==> config.mk <==
export PLATFORM = sky130hd
export DESIGN_NAME = sd_adc
export DESIGN_NICKNAME = d
export VERILOG_FILES = /design/src/rtl/sd_adc.sv
export SDC_FILE = /design/constraint.sdc
export NUM_CORES = 1
export LEC_CHECK = 0
export CAP_MARGIN = 40
export CORE_ASPECT_RATIO = 1.75
export CORE_UTILIZATION = 40
export DETAILED_ROUTE_END_ITERATION = 8
export GPL_ROUTABILITY_DRIVEN = 0
export PLACE_DENSITY_LB_ADDON = 0.3
export SLEW_MARGIN = 10
export SYNTH_ARGS = -nofsm -noshare
export SYNTH_HDL_FRONTEND = slang
export SYNTH_SLANG_ARGS = --single-unit
==> constraint.sdc <==
create_clock -name Clk -period 1.7 [get_ports Clk]
set_input_delay 0.51 -clock Clk [delete_from_list [all_inputs] [get_ports Clk]]
set_output_delay 0.51 -clock Clk [all_outputs]
set_load 0.01 [all_outputs]
==> src/rtl/sd_adc.sv <==
// rtl/sd_adc.sv - sigma-delta ADC front end: comparator sync, 1-bit feedback, boxcar decimator, valid/ack output
module sd_adc #(
    parameter int WINLOG2 = 8
) (
    input  logic       Clk,
    input  logic       Reset,
    input  logic       CmpIn,
    input  logic       Enable,
    output logic       FbOut,
    output logic [7:0] ADCout,
    output logic       ADCvalid,
    input  logic       ADCack,
    output logic       Overrun
);

    localparam logic [WINLOG2-1:0] CNT_LAST = '1;

    logic               sync1_q, sync2_q, fb_q;
    logic [WINLOG2-1:0] cnt_q, cnt_d;
    logic [WINLOG2:0]   acc_q, acc_d, sum;
    logic [7:0]         out_q, out_d;
    logic               valid_q, valid_d;
    logic               ovr_q, ovr_d;
    logic               win_end;

    always_comb begin
        sum     = acc_q + (WINLOG2+1)'(fb_q);
        win_end = Enable && (cnt_q == CNT_LAST);
        cnt_d   = '0;
        acc_d   = '0;
        out_d   = out_q;
        valid_d = valid_q;
        ovr_d   = ovr_q;
        if (Enable) begin
            cnt_d = cnt_q + WINLOG2'(1);
            acc_d = win_end ? '0 : sum;
        end
        if (win_end) begin
            // A full window of ones overflows the 8-bit field, so clamp it.
            out_d   = sum[WINLOG2] ? 8'hFF : sum[WINLOG2-1 -: 8];
            valid_d = 1'b1;
            if (valid_q && !ADCack) begin
                ovr_d = 1'b1;
            end
        end else if (ADCack) begin
            valid_d = 1'b0;
        end
    end

    always_ff @(posedge Clk) begin
        if (Reset) begin
            sync1_q <= 1'b0;
            sync2_q <= 1'b0;
            fb_q    <= 1'b0;
            cnt_q   <= '0;
            acc_q   <= '0;
            out_q   <= 8'h00;
            valid_q <= 1'b0;
            ovr_q   <= 1'b0;
        end else begin
            sync1_q <= CmpIn;
            sync2_q <= sync1_q;
            fb_q    <= sync2_q;
            cnt_q   <= cnt_d;
            acc_q   <= acc_d;
            out_q   <= out_d;
            valid_q <= valid_d;
            ovr_q   <= ovr_d;
        end
    end

    assign FbOut    = fb_q;
    assign ADCout   = out_q;
    assign ADCvalid = valid_q;
    assign Overrun  = ovr_q;

endmodule

==> run metrics <==
GRT Residual Overflow=0; commonest non-fill, non-tap cells in the layout=dfxtp_1, nor2_1, clkdlybuf4s50_1; worst hold path class=register to register; Clock Sinks=30; Post-Route Utilization=between 50% and 60%; simple-gate share of the synthesized area=between 20% and 30%; clk root buf=clkbuf_8; setup TNS=0 ns; Fin. Hold Viols=0; Setup violations, final=0; Initial DRC Count=9; vias in the first global route=about 900; first-pass GRT wire length=3880 um; switching part of the total power=between 10% and 20%; final count of pins violating max slew=0; synth-to-layout area growth=38.8%; Cell Chain, Critical Path=clkdlybuf4s50_1; Core ar.=between 0.002 and 0.003 mm2; WL final=~2200 um; Compound-Gate Fraction of Synth Area=between 10% and 20%; Worst Path Arrival=between 1 and 1.5 ns; Die Height=about 73 um; worst slew pin tran=between 0.3 and 0.4 ns; Skew-Pair Late Insertion Delay=roughly 0.28 ns; DR WL/cell=approximately 13 um; Pleak=~0.64 nW; maxcap violations=0; Final nets=155; antenna violations before repair=0; TritonRoute pass-1 iters=3; Post-Synth XOR/XNOR Area=8.47%; Int Pwr=about 1.2 mW; status=finished clean; adder-cell share of the synthesized area=under 10%; post-synthesis cell type count=23; fraction of layout cells with a size suffix above 1=about a quarter; Post-synth top flop=dfxtp_1; power per cell area=~900 mW/mm2; clk slew on worst S/H paths=0.07 ns; slew margin rel.=79.5%; sequential area share after synthesis=a little over half; Final Power=roughly 1.4 mW; EDFF count, synth=0; synthesized area per cell=~9.6 um2; H-tree levels=2; Flop pwr share=49.4%; Critical Path RT=approximately 1.2 ns; DIE WIDTH=~42 um; clock share of power=around 48%; largest net degree at the start of global routing=14; DRC violations left=0; FF+latch count, synth=30; Synth async-reset ratio=0%; I/O pins=16; FMAX=about 600 MHz; antenna cells=0; Final Skew=about 0.0067 ns; TritonCTS Buffers=5; vias per cell=between 5 and 6; VDD IR max=about 0.84 mV; Synth Instances=118; Buffers & Inverters on Critical Path=1; crit path max fanout=2; post-synthesis cell area=0.00114 mm2; Comb power frac=under 10%; Site Rows=25; largest family of logic cells by synthesized area=simple AND/OR/NAND/NOR gates; hold_buf cts=0; Max Root-Sink Buffers=2; Final Critical Period=1.65 ns; CP Launch Type=register; syn_nets=126; crit path max-delay cell type=clkdlybuf4s50_1; crit path kind=register to output port; delay-heaviest family, CP=buffers and inverters; Initial Utilization=42.3%; Net Switching=between 200 and 300 uW; CTS tree=done; GR Util All Layers=around 17%; multiplexer area fraction after synthesis=0%; Worst path max stage delay=~0.53 ns; routed vias=877; Synth Warn #=0; fin crit share=between 90% and 100%; ANT nets after route=0; Port Buffers=15; Setup crit end kind=output port; full die area=about 0.0031 mm2; post-detail-place hpwl=1590 um
[layer usage]
metal | vias to the layer above | share of wire (%) | wire length (um) | track usage (%)
li1 | 451 | - | - | -
met1 | 405 | 38 | 843 | 17.8
met2 | 14 | 55 | 1220 | 28.2
met3 | 7 | 3.2 | 71 | 5.22
met4 | 0 | 3.9 | 86 | 11.8
met5 | - | 0 | 0 | 0
[through the flow]
stage,cell area (um2),hold slack [ns],setup WS (ns),instances
global placement,1390,0.423,-0.216,166
floorplan,1140,0.414,0.0118,118
global route,1580,0.447,-0.00706,175
CTS,1540,0.442,0.00972,174
detailed placement,1390,0.429,-0.295,166
finish,1580,0.439,0.0461,175
[synth_stat cells (2+ instances only)]
| library cell | n | area, um2 |
|---|---|---|
| dfxtp_1 | 30 | 601 |
| a21oi_1 | 3 | 15.0 |
| o21ai_0 | 2 | 10.0 |
| a211oi_2 | 8 | 100 |
| ha_1 | 3 | 37.5 |
| nand2_1 | 3 | 11.3 |
| xor2_1 | 5 | 43.8 |
| inv_1 | 4 | 15.0 |
| or3_1 | 2 | 12.5 |
| xnor2_1 | 6 | 52.6 |
| nor3_1 | 2 | 10.0 |
| nor2b_1 | 3 | 18.8 |
| nand3_1 | 8 | 40.0 |
| clkbuf_1 | 3 | 11.3 |
| nor2_1 | 28 | 105 |
[flip-flops by register name (all words and copies together) (netlist names)]
signal / count
FbOut: 1
acc_q: 9
ADCout: 8
Overrun: 1
sync1_q: 1
ADCvalid: 1
sync2_q: 1
cnt_q: 8
[final cells by class]
cell class | count | area, um2
Multi-Input combinational cell | 79 | 549
Timing Repair Buffer | 27 | 269
Clock buffer | 5 | 68.8
Clock inverter | 3 | 40.0
Tap cell | 27 | 33.8
Sequential cell | 30 | 603
Inverter | 4 | 15.0
Fill cell | 220 | 1110
[power by group through the flow]
stage | registers, mW | clock network, mW | logic (mW)
finish | 0.712 | 0.691 | 0.0383
global route | 0.712 | 0.740 | 0.0423
CTS | 0.711 | 0.707 | 0.0368
detailed placement | 0.727 | 0 | 0.0370
global placement | 0.726 | 0 | 0.0356
floorplan | 0.726 | 0 | 0.0181
[kinds of logic (layout without fill, tap and decap cells)]
family	Yosys count	after routing
AO/OA/AOI/OAI	14	14
XOR/XNOR	11	11
adder cells (fa/ha/maj)	3	3
flip-flops	30	30
buffers and inverters	9	39
AND/OR/NAND/NOR	51	51
[repair_timing]
action,4_1_cts,5_1_grt
hold endpoints to repair,0,0
gates resized for setup,8,9
setup buffers,0,1
setup endpoints to repair,12,21
gates cloned,0,0
pin swaps,0,4
[final timing paths]
path,slack [ns],end,depth (start not counted),startpoint
worst max-delay path,0.05,ADCout[3],1,ADCout[3]
worst min-delay path,0.44,FbOut,1,sync2_q
worst max register to register,0.06,ADCout[5],7,FbOut
worst min register to register,0.44,FbOut,1,sync2_q
Power figures use the tool's default switching activity.
